### config.mk
export PLATFORM = sky130hd
export DESIGN_NAME = snitch_ssr_tcdm_cut
export DESIGN_NICKNAME = d
export VERILOG_FILES = /design/src/rtl/snitch_ssr_tcdm_cut.sv
export SDC_FILE = /design/constraint.sdc
export NUM_CORES = 1
export LEC_CHECK = 0
export CAP_MARGIN = 10
export CORE_UTILIZATION = 40
export CTS_CLUSTER_DIAMETER = 200
export CTS_CLUSTER_SIZE = 20
export DETAILED_ROUTE_END_ITERATION = 10
export PLACE_DENSITY = 0.72
export SYNTH_ARGS = -nofsm -noshare
export SYNTH_HDL_FRONTEND = slang
export SYNTH_SLANG_ARGS = --single-unit
### constraint.sdc
create_clock -name clk_i -period 5.5 [get_ports clk_i]
set_input_delay 1.1 -clock clk_i [delete_from_list [all_inputs] [get_ports clk_i]]
set_output_delay 1.1 -clock clk_i [all_outputs]
set_load 0.03 [all_outputs]
### src/rtl/snitch_ssr_tcdm_cut.sv
// Registered cut between an SSR TCDM master port and the cluster interconnect.
// A two-entry spill register breaks the q_ready path. An optional response
// register cuts the p-channel. An outstanding counter bounds in-flight
// requests and reports when the port is quiet enough to reconfigure the SSR.

package snitch_ssr_tcdm_cut_pkg;

  // Default TCDM request/response layout (32-bit address, 64-bit data)
  typedef struct packed {
    logic [31:0] addr;
    logic        write;
    logic [3:0]  amo;
    logic [63:0] data;
    logic [7:0]  strb;
    logic [0:0]  user;
  } tcdm_req_chan_t;

  typedef struct packed {
    tcdm_req_chan_t q;
    logic           q_valid;
  } tcdm_req_t;

  typedef struct packed {
    logic [63:0] data;
  } tcdm_rsp_chan_t;

  typedef struct packed {
    tcdm_rsp_chan_t p;
    logic           p_valid;
    logic           q_ready;
  } tcdm_rsp_t;

endpackage

module snitch_ssr_tcdm_cut #(
  parameter int unsigned AddrWidth      = 32,
  parameter int unsigned DataWidth      = 64,
  parameter type         tcdm_req_t     = snitch_ssr_tcdm_cut_pkg::tcdm_req_t,
  parameter type         tcdm_rsp_t     = snitch_ssr_tcdm_cut_pkg::tcdm_rsp_t,
  parameter bit          RspCut         = 1'b1,
  parameter int unsigned MaxOutstanding = 8,
  localparam int unsigned CntWidth      = $clog2(MaxOutstanding + 1)
) (
  input  logic                clk_i,
  input  logic                rst_i,
  input  tcdm_req_t           slv_req_i,
  output tcdm_rsp_t           slv_rsp_o,
  output tcdm_req_t           mst_req_o,
  input  tcdm_rsp_t           mst_rsp_i,
  output logic                idle_o,
  output logic [CntWidth-1:0] outstanding_o
);

  // Spill register state: A is the output stage, B the skid entry.
  // The stored q_valid bit is ignored; the valid flags live separately.
  logic      a_valid_reg, a_valid_next;
  logic      b_valid_reg, b_valid_next;
  tcdm_req_t a_data_reg, a_data_next;
  tcdm_req_t b_data_reg, b_data_next;

  logic [CntWidth-1:0] cnt_reg, cnt_next;
  logic                cnt_full;
  logic                slv_hs;
  logic                issue;
  logic                rsp_evt;

  // Response-path results, produced by the RspCut generate branch
  tcdm_rsp_t rsp_payload;
  logic      rsp_p_valid;
  logic      rsp_pending;

  // cnt_full comes straight from the counter register: a response freeing a
  // slot only enables issue in the following cycle.
  assign cnt_full = (cnt_reg == CntWidth'(MaxOutstanding));
  assign slv_hs   = slv_req_i.q_valid & ~b_valid_reg;
  assign issue    = a_valid_reg & ~cnt_full & mst_rsp_i.q_ready;
  // A response with nothing outstanding is dropped (e.g. late after reset)
  assign rsp_evt  = mst_rsp_i.p_valid & (cnt_reg != '0);

  // Spill register next state: fill A when it is free, otherwise skid into B
  always_comb begin
    a_valid_next = a_valid_reg;
    b_valid_next = b_valid_reg;
    a_data_next  = a_data_reg;
    b_data_next  = b_data_reg;
    if (!a_valid_reg || issue) begin
      if (b_valid_reg) begin
        // B is older than anything the slave can offer (q_ready is low)
        a_valid_next = 1'b1;
        a_data_next  = b_data_reg;
        b_valid_next = 1'b0;
      end else begin
        a_valid_next = slv_hs;
        if (slv_hs) a_data_next = slv_req_i;
      end
    end else if (slv_hs) begin
      b_valid_next = 1'b1;
      b_data_next  = slv_req_i;
    end
  end

  // Spill register valid flags
  always_ff @(posedge clk_i or posedge rst_i) begin
    if (rst_i) begin
      a_valid_reg <= 1'b0;
      b_valid_reg <= 1'b0;
    end else begin
      a_valid_reg <= a_valid_next;
      b_valid_reg <= b_valid_next;
    end
  end

  // Spill register payloads, deliberately without reset
  always_ff @(posedge clk_i) begin
    a_data_reg <= a_data_next;
    b_data_reg <= b_data_next;
  end

  // Outstanding counter next state; simultaneous issue and response cancel
  always_comb begin
    cnt_next = cnt_reg;
    if (issue && !rsp_evt) begin
      cnt_next = cnt_reg + CntWidth'(1);
    end else if (!issue && rsp_evt) begin
      cnt_next = cnt_reg - CntWidth'(1);
    end
  end

  // Outstanding counter register
  always_ff @(posedge clk_i or posedge rst_i) begin
    if (rst_i) begin
      cnt_reg <= '0;
    end else begin
      cnt_reg <= cnt_next;
    end
  end

  if (RspCut) begin : g_rsp_cut
    logic      rsp_valid_reg;
    tcdm_rsp_t rsp_data_reg;

    // Response valid is registered every cycle
    always_ff @(posedge clk_i or posedge rst_i) begin
      if (rst_i) begin
        rsp_valid_reg <= 1'b0;
      end else begin
        rsp_valid_reg <= rsp_evt;
      end
    end

    // Response data only loads on a valid response
    always_ff @(posedge clk_i) begin
      if (rsp_evt) rsp_data_reg <= mst_rsp_i;
    end

    assign rsp_payload = rsp_data_reg;
    assign rsp_p_valid = rsp_valid_reg;
    assign rsp_pending = rsp_valid_reg;
  end else begin : g_rsp_pass
    assign rsp_payload = mst_rsp_i;
    assign rsp_p_valid = rsp_evt;
    assign rsp_pending = 1'b0;
  end

  // Downstream request: A payload, valid gated by the in-flight limit
  always_comb begin
    mst_req_o         = a_data_reg;
    mst_req_o.q_valid = a_valid_reg & ~cnt_full;
  end

  // Upstream response: q_ready depends on register state only
  always_comb begin
    slv_rsp_o         = rsp_payload;
    slv_rsp_o.p_valid = rsp_p_valid;
    slv_rsp_o.q_ready = ~b_valid_reg;
  end

  assign idle_o        = ~a_valid_reg & ~b_valid_reg & (cnt_reg == '0) & ~rsp_pending;
  assign outstanding_o = cnt_reg;

`ifndef SYNTHESIS
  // Short window after reset in which stray responses are tolerated
  logic [2:0] quiet_reg;

  // Count down the post-reset tolerance window
  always_ff @(posedge clk_i or posedge rst_i) begin
    if (rst_i) begin
      quiet_reg <= 3'd4;
    end else if (quiet_reg != 3'd0) begin
      quiet_reg <= quiet_reg - 3'd1;
    end
  end

  a_params : assert property (@(posedge clk_i)
    (AddrWidth > 0) && (DataWidth > 0) && (MaxOutstanding >= 1) && (MaxOutstanding <= 255));

  a_rsp_without_req : assert property (@(posedge clk_i) disable iff (rst_i)
    !(mst_rsp_i.p_valid && (cnt_reg == '0) && (quiet_reg == 3'd0)))
    else $error("response received with no outstanding request");
`endif

endmodule

==> results.json, run 1 <==
{
  "outcome": "finished clean",
  "synth.area.top_cells": "edfxtp_1, mux2_2, dfrtp_1",
  "h-tree-depth": 1,
  "worst_slew_pin_slew_ns": 1.061,
  "drtPass1Iterations": 5,
  "die_area_mm2": 0.02642,
  "post_cts_buffers": 0,
  "syn_area_mm2": 0.01031,
  "cts_max_path_buffers": 3,
  "synth.distinct_cells": 30,
  "slew_headroom_pct": 29.19,
  "peakVddDrop_mv": 0.2647,
  "ant_nets": 0,
  "post_drt_via_cell_ratio": 4.775,
  "synth_top_area_cell": "edfxtp_1",
  "pwr_density_cell_mw_per_mm2": 395.8,
  "cts.sinks": 291,
  "min_path_type": "reg -> reg",
  "die_w_um": 162.5,
  "fin_area_mm2": 0.01488,
  "postSynthCellCount": 453,
  "drc": 0,
  "core_area_mm2": 0.02525,
  "cts_inserted_buffers": 18,
  "start_util_pct": 40.82,
  "criticalPathCategory": "reg -> out",
  "regToRegEndpoint": "b_data_reg[61]$_DFFE_PP_",
  "avgRoutedWirePerCell_um": 20.81,
  "finClkSkew_ns": 0.01981,
  "hold_violations": 0,
  "r2r_start": "outstanding_o[0]$_DFFE_PP0P_",
  "place_area_mm2": 0.01434,
  "avgSynthCellArea_um2": 22.76,
  "overflow": 0,
  "synth_warnings": 0,
  "final_layout_size_suffix_gt1_share_pct": 17.58,
  "grt_max_degree": 111,
  "rsz0062_at_grt": "false",
  "routed_wirelength_mm": 24.31,
  "synth_nets": 636,
  "final_nets": 1007,
  "ys_seq_area_share_pct": 84.42,
  "worstPathRequired_ns": 4.40,
  "hpwl_mm": 17.07,
  "cts.repair.resized": 0,
  "rrSetupSlack_ns": 2.49,
  "clkTransAtPathRegs_ns": 0.09,
  "slew_viol_final": 0,
  "crit_arrival_ns": 2.64,
  "place.port_buffers": 360,
  "fin_tns_setup_ns": 0,
  "critPathMaxFanout": 6,
  "total_power_mw": 5.888,
  "max_stage_delay_ns": 0.73,
  "setup_slack_ns": 1.758,
  "gp_congestion": 0.8213,
  "max_cap_violations": 0,
  "vias": 5577,
  "cts_hold_buf": 0,
  "hold_end": "mst_req_o[60]$_DFFE_PP_",
  "worstPathCellList": "or4_2, nor4_1, clkdlybuf4s50_1",
  "die_y_um": 162.5,
  "reg2regPathDepth": 4,
  "cts_root_buf": "clkbuf_16",
  "hold_depth": 1,
  "clkLatencyLatePin_ns": 0.50,
  "start_kind": "register",
  "end_kind": "output pin",
  "io_pins": 361,
  "worstHoldStart": "b_data_reg[60]$_DFFE_PP_",
  "fin_crit_ns": 3.742,
  "yosysTopAreaCellShare_pct": 82.72,
  "drt_first_iter_violations": 402,
  "critPathSlowestCell": "clkdlybuf4s50_1",
  "power_leakage_nw": 5.006,
  "fmax_ghz": 0.2673,
  "synth_seq_cells": 291,
  "cts_tree": "yes",
  "setup_viol": 0,
  "antenna_found_initial": 2,
  "grt_pass1_vias": 5545,
  "finalCritPeriodShare_pct": 68.03,
  "grt_use_total_pct": 17.75,
  "pre_cts_slack_ns": 1.895,
  "utilization_pct": 58.90,
  "rows": 58,
  "area_delta_synth_final_pct": 44.28,
  "grt_pass1_wl_mm": 34.73
}
-- how the worst max path moves through the flow --
stage                                      start                        end  slack, ns  cells past startpoint
detailed placement                  mst_rsp_i[0]  b_data_reg[106]$_DFFE_PP_       1.89                      4
global route        outstanding_o[0]$_DFFE_PP0P_                     idle_o       1.70                      3
finish              outstanding_o[0]$_DFFE_PP0P_                     idle_o       1.76                      3
CTS                 outstanding_o[0]$_DFFE_PP0P_                     idle_o       1.75                      3
global placement                    mst_rsp_i[0]   b_data_reg[81]$_DFFE_PP_       1.88                      4
floorplan           outstanding_o[0]$_DFFE_PP0P_  b_data_reg[100]$_DFFE_PP_       0.87                      3
-- layout make-up --
cell class | count | area [µm²]
Sequential cell | 291 | 8707
Antenna cell | 2 | 5.005
Timing Repair Buffer | 366 | 3674
Inverter | 4 | 15.01
Clock inverter | 1 | 11.26
Fill cell | 1890 | 10380
Multi-Input combinational cell | 143 | 1530
Clock buffer | 31 | 520.5
Tap cell | 330 | 412.9
-- layout by cell type, fill, tap and decap left out, drive strengths merged, types with 2 or more instances in the layout --
cell and count:
nor2 2, xnor2 2, ha 3, or3 3, clkbuf 31, inv 5
clkdlybuf4s50 360, edfxtp 284, mux2 111, diode 2, or4 2, nand3b 2
dfrtp 7, buf 6, nand2 3
-- cell families (layout without fill, tap and decap cells) --
kind of cell	count (synthesis)	count (layout)	share of synthesized area, %
DFF	291	291	84.42
AOI/OAI and AO/OA	7	7	0.5825
and+or+nand+nor	18	18	1.177
adders and majority gates	4	4	0.5583
buffers and inverters	19	402	0.8738
muxes	112	112	12.22
other	0	2	0
xor gates and xnor gates	2	2	0.1699
-- layer usage --
metal / global-route usage [%] / part of all wire, % / vias to the layer above
li1: - / - / 2549
met1: 21.65 / 37 / 2751
met2: 30.59 / 51 / 249
met3: 5.246 / 9.7 / 28
met4: 4.885 / 2.3 / 0
met5: 0 / 0 / -
-- worst max-delay path, delay by kind of cell, from the launching register on --
kind,cells,cell delay [ns]
buffers and inverters,1,0.73
flip-flops,1,0.47
AND/OR/NAND/NOR,2,0.93
-- report_power, final --
part | switching, mW | internal, mW
clock network | 0.691 | 0.653
registers | 0.136 | 2.84
logic | 0.875 | 0.690
total | 1.70 | 4.19
-- stage by stage --
| step | hold slack, ns | cells |
|---|---|---|
| after floorplan | 0.5231 | 453 |
| after global placement | 0.5272 | 1134 |
| after detailed placement | 0.5319 | 1134 |
| after CTS | 0.5384 | 1166 |
| after global routing | 0.5538 | 1168 |
| final | 0.5344 | 1168 |
-- synth_stat cells (all sizes together) --
cell type    n
a211o        1
a21bo        1
a21o         1
a21oi        1
and2         1
and3         1
buf         13
clkbuf       2
dfrtp        7
edfxtp     284
fa           1
ha           3
inv          4
mux2       111
mux2i        1
nand2        3
nand3        1
nand3b       2
nor2         2
nor3b        1
nor4         1
o21a         1
o21ai        1
o221ai       1
or3          3
or4          2
or4b         1
xnor2        2
Power figures use the tool's default switching activity.
==> run 2, diff against run 1 <==
--- a/config.mk
+++ b/config.mk
@@ -10,7 +10,7 @@
 export CTS_CLUSTER_DIAMETER = 200
 export CTS_CLUSTER_SIZE = 20
 export DETAILED_ROUTE_END_ITERATION = 10
-export PLACE_DENSITY = 0.72
+export PLACE_DENSITY = 0.69
 export SYNTH_ARGS = -nofsm -noshare
 export SYNTH_HDL_FRONTEND = slang
 export SYNTH_SLANG_ARGS = --single-unit
==> constraint.sdc (replaced) <==
create_clock -name clk_i -period 3.8 [get_ports clk_i]
set_input_delay 0.76 -clock clk_i [delete_from_list [all_inputs] [get_ports clk_i]]
set_output_delay 0.76 -clock clk_i [all_outputs]
set_load 0.03 [all_outputs]
==> results.json, run 2 (synthesis results as in run 1) <==
{
  "cts_root_buf": "clkbuf_16",
  "drtPass1Iterations": 5,
  "grt_pass1_wl_mm": 36.74,
  "grt_pass1_vias": 5999,
  "rrSetupSlack_ns": 1.02,
  "drt_first_iter_violations": 357,
  "avgRoutedWirePerCell_um": 22.09,
  "antenna_found_initial": 1,
  "drc": 0,
  "start_kind": "register",
  "criticalPathCategory": "reg -> out",
  "regToRegEndpoint": "outstanding_o[3]$_DFFE_PP0P_",
  "outcome": "finished clean",
  "pwr_density_cell_mw_per_mm2": 573.3,
  "h-tree-depth": 1,
  "end_kind": "output pin",
  "die_area_mm2": 0.02642,
  "peakVddDrop_mv": 0.3517,
  "slew_viol_final": 0,
  "cts.repair.resized": 0,
  "core_area_mm2": 0.02525,
  "fin_crit_ns": 3.314,
  "rows": 58,
  "grt_use_total_pct": 18.84,
  "overflow": 0,
  "die_y_um": 162.5,
  "fmax_ghz": 0.3018,
  "slew_headroom_pct": 34.62,
  "rsz0062_at_grt": "false",
  "worst_slew_pin_slew_ns": 0.9806,
  "clkLatencyLatePin_ns": 0.50,
  "fin_hold_ws_ns": 0.5110,
  "grt_max_degree": 74,
  "post_cts_buffers": 0,
  "hpwl_mm": 18.48,
  "cts_max_path_buffers": 3,
  "reg2regPathDepth": 8,
  "post_drt_via_cell_ratio": 4.852,
  "hold_violations": 0,
  "critPathMaxFanout": 6,
  "worstPathRequired_ns": 3.04,
  "final_layout_size_suffix_gt1_share_pct": 17.97,
  "final_nets": 1007,
  "seq_area_mm2": 0.008710,
  "start_util_pct": 40.82,
  "nFillCells": 1880,
  "finalCritPeriodShare_pct": 87.20,
  "setup_viol": 0,
  "cts_hold_buf": 0,
  "ant_nets": 0,
  "power_leakage_nw": 4.997,
  "layout_common_cells": "clkdlybuf4s50_1, edfxtp_1, mux2_2, clkbuf_16, clkbuf_1",
  "multiInputGateArea_mm2": 0.001530,
  "cts.sinks": 291,
  "final_common_cell": "clkdlybuf4s50_1",
  "max_cap_violations": 0,
  "cts_tree": "yes",
  "place.port_buffers": 360,
  "routed_wirelength_mm": 25.61,
  "die_w_um": 162.5,
  "r2r_start": "outstanding_o[0]$_DFFE_PP0P_",
  "area_delta_synth_final_pct": 44.00,
  "fin_tns_setup_ns": 0,
  "gp_congestion": 0.8740,
  "cts_inserted_buffers": 18,
  "io_pins": 361,
  "min_path_type": "in -> async",
  "vias": 5623,
  "diodes": 0,
  "clkTransAtPathRegs_ns": 0.08,
  "finClkSkew_ns": 0.01311,
  "crit_arrival_ns": 2.55,
  "total_power_mw": 8.512
}
run 2: changes by cell type in the layout (fill, tap and decap cells not counted), sizes merged:
| cell | delta |
|---|---|
| diode | -2 |
| clkbuf | -7 |
run 2: power breakdown:
group	internal, mW	switching, mW	total (mW)	leakage, nW
Sequential	4.12	0.197	4.31	2.77
Clock	0.918	0.976	1.89	0.246
Combinational	1.01	1.30	2.30	1.98
run 2: cell type report:
type                    count  area share (%)
flip-flops and latches    291           58.66
repair buffers            366           24.74
multi-input cells         143           10.31
clock buffers              24           3.329
well taps                 330           2.781
inverters                   4          0.1011
clock inverters             1         0.07585
run 2: through the flow:
step                      worst slack [ns]  area, µm²  util (%)  instances
after global routing                0.3257      14850     58.79       1159
after CTS                           0.4377      14850     58.79       1159
after floorplan                    -0.7267      10320         -        453
final                               0.4863      14850     58.79       1159
after global placement              0.9344      14340     56.79       1134
after detailed placement            0.8575      14340     56.79       1134
run 2: per-layer routing:
layer | GRT usage [%] | vias to the layer above | routed length (µm)
met1 | 21.27 | 2807 | 9305
met4 | 6.415 | 2 | 762
met2 | 33.80 | 247 | 13140
met3 | 5.653 | 33 | 2387
met5 | 0 | - | 13
li1 | - | 2534 | -
run 2: critical path: stages (launching register included):
cell             delay (ns)
dfrtp_2                0.47
or4_2                  0.70
nor4_1                 0.18
clkdlybuf4s50_1        0.72
run 2: how the worst max path moves through the flow:
stage          depth (start not counted)  slack [ns]                            to                         start
3_5_place_dp                           8        0.86  outstanding_o[3]$_DFFE_PP0P_                  mst_rsp_i[0]
3_3_place_gp                           8        0.93  outstanding_o[3]$_DFFE_PP0P_                  mst_rsp_i[0]
6_report                               3        0.49                        idle_o  outstanding_o[0]$_DFFE_PP0P_
4_1_cts                                3        0.44                        idle_o  outstanding_o[0]$_DFFE_PP0P_
5_1_grt                                3        0.33                        idle_o  outstanding_o[0]$_DFFE_PP0P_
2_1_floorplan                          3       -0.73     b_data_reg[100]$_DFFE_PP_  outstanding_o[1]$_DFFE_PP0P_
==> run 3, diff against run 2 <==
--- a/config.mk
+++ b/config.mk
@@ -10,6 +10,7 @@
 export CTS_CLUSTER_DIAMETER = 200
 export CTS_CLUSTER_SIZE = 20
 export DETAILED_ROUTE_END_ITERATION = 10
+export MAX_ROUTING_LAYER = met4
 export PLACE_DENSITY = 0.69
 export SYNTH_ARGS = -nofsm -noshare
 export SYNTH_HDL_FRONTEND = slang
==> results.json, run 3 (synthesis results as in run 1) <==
{
  "slew_viol_final": 0,
  "io_pins": 361,
  "max_cap_violations": 0,
  "drc": 0,
  "fin_tns_setup_ns": 0,
  "rsz0062_at_grt": "false",
  "avgRoutedWirePerCell_um": 22.05,
  "cts_tree": "yes",
  "area_delta_synth_final_pct": 44.03,
  "criticalPathCategory": "reg -> out",
  "end_kind": "output pin",
  "routed_wirelength_mm": 25.57,
  "worst_slew_pin_slew_ns": 0.9779,
  "overflow": 0,
  "cts_inserted_buffers": 18,
  "clkTransAtPathRegs_ns": 0.08,
  "drtPass1Iterations": 4,
  "start_util_pct": 40.82,
  "final_layout_size_suffix_gt1_share_pct": 17.97,
  "cts_max_path_buffers": 3,
  "hold_violations": 0,
  "post_drt_via_cell_ratio": 4.892,
  "finalCritPeriodShare_pct": 87.41,
  "critPathSlowestCell": "clkdlybuf4s50_1",
  "grt_pass1_vias": 5988,
  "worstPathCellList": "or4_2, nor4_1, clkdlybuf4s50_1",
  "outcome": "finished clean",
  "grt_pass1_wl_mm": 36.71,
  "dpl.cell_count": 1134,
  "crit_arrival_ns": 2.56,
  "cts.repair.resized": 0,
  "die_y_um": 162.5,
  "layout_common_cells": "clkdlybuf4s50_1, edfxtp_1, mux2_2, clkbuf_16, clkbuf_1",
  "final_nets": 1007,
  "h-tree-depth": 1,
  "cts_root_buf": "clkbuf_16",
  "grt_max_degree": 74,
  "pwr_density_cell_mw_per_mm2": 573.3,
  "start_kind": "register",
  "drt_first_iter_violations": 382,
  "fmax_ghz": 0.3011,
  "cts.sinks": 291,
  "layoutNonFillerInstCount": 1160,
  "place.port_buffers": 360,
  "die_w_um": 162.5,
  "rows": 58,
  "die_area_mm2": 0.02642,
  "worstPathRequired_ns": 3.04,
  "power_leakage_nw": 4.997,
  "grt_use_total_pct": 19.42,
  "finClkSkew_ns": 0.01140,
  "final_common_cell": "clkdlybuf4s50_1",
  "clkLatencyLatePin_ns": 0.49,
  "nFillCells": 1881,
  "hpwl_mm": 18.48,
  "setup_viol": 0,
  "post_cts_buffers": 0,
  "gp_congestion": 0.8884,
  "slew_headroom_pct": 34.81,
  "max_stage_delay_ns": 0.72,
  "ant_nets": 0,
  "min_path_type": "in -> async",
  "antenna_found_initial": 1,
  "cts_hold_buf": 0,
  "core_area_mm2": 0.02525,
  "critPathMaxFanout": 6,
  "peakVddDrop_mv": 0.3484,
  "vias": 5675,
  "fin_crit_ns": 3.321
}
[run 3: per-stage QoR]
stage          hold slack [ns]  util (%)  worst slack, ns  area [µm²]  power [mW]
4_1_cts                 0.4890     58.79           0.4377       14850       8.630
3_3_place_gp            0.5280     56.79           0.9344       14340       6.641
2_1_floorplan           0.5231         -          -0.7267       10320       5.646
5_1_grt                 0.5197     58.80           0.3257       14850       8.835
6_report                0.5135     58.80           0.4786       14850       8.513
3_5_place_dp            0.5311     56.79           0.8575       14340       6.715
[run 3: layout make-up]
type	instances	area [µm²]	share of cell area, %
diodes	1	2.502	0.01685
clock buffers	24	494.2	3.328
clock inverters	1	11.26	0.07583
inverters	4	15.01	0.1011
multi-input cells	143	1530	10.31
flip-flops and latches	291	8710	58.65
well taps	330	412.9	2.781
repair buffers	366	3674	24.74
[run 3: per-layer routing]
metal  share of wire (%)  GRT usage, %  vias up
met5                   0             -        -
met4                 3.0         6.415        0
met3                 8.8         5.297       33
met2                  52         33.72      249
met1                  37         21.58     2860
li1                    -             -     2533
[run 3: power by group]
part / internal [mW] / total [mW] / switching [mW] / leakage (nW)
Sequential: 4.12 / 4.31 / 0.197 / 2.77
Combinational: 1.01 / 2.31 / 1.30 / 1.98
Clock: 0.918 / 1.89 / 0.974 / 0.246
[run 3: critical path: cells and delay by family, from the launching register on]
kind                   cells  cell delay (ns)
buffers and inverters      1             0.72
AND/OR/NAND/NOR            2             0.89
flip-flops                 1             0.47
[run 3: path summary, 6_finish.rpt]
kind | from | to | slack, ns | depth (start not counted)
max | outstanding_o[0]$_DFFE_PP0P_ | idle_o | 0.48 | 3
min | rst_i | outstanding_o[3]$_DFFE_PP0P_ | 0.51 | 2
max reg2reg | outstanding_o[0]$_DFFE_PP0P_ | outstanding_o[3]$_DFFE_PP0P_ | 1.01 | 8
min reg2reg | b_data_reg[95]$_DFFE_PP_ | mst_req_o[95]$_DFFE_PP_ | 0.54 | 1
max in group asynchronous | rst_i | b_valid_reg$_DFFE_PP0P_ | 3.04 | 2
min in group clk_i | b_data_reg[95]$_DFFE_PP_ | mst_req_o[95]$_DFFE_PP_ | 0.54 | 1
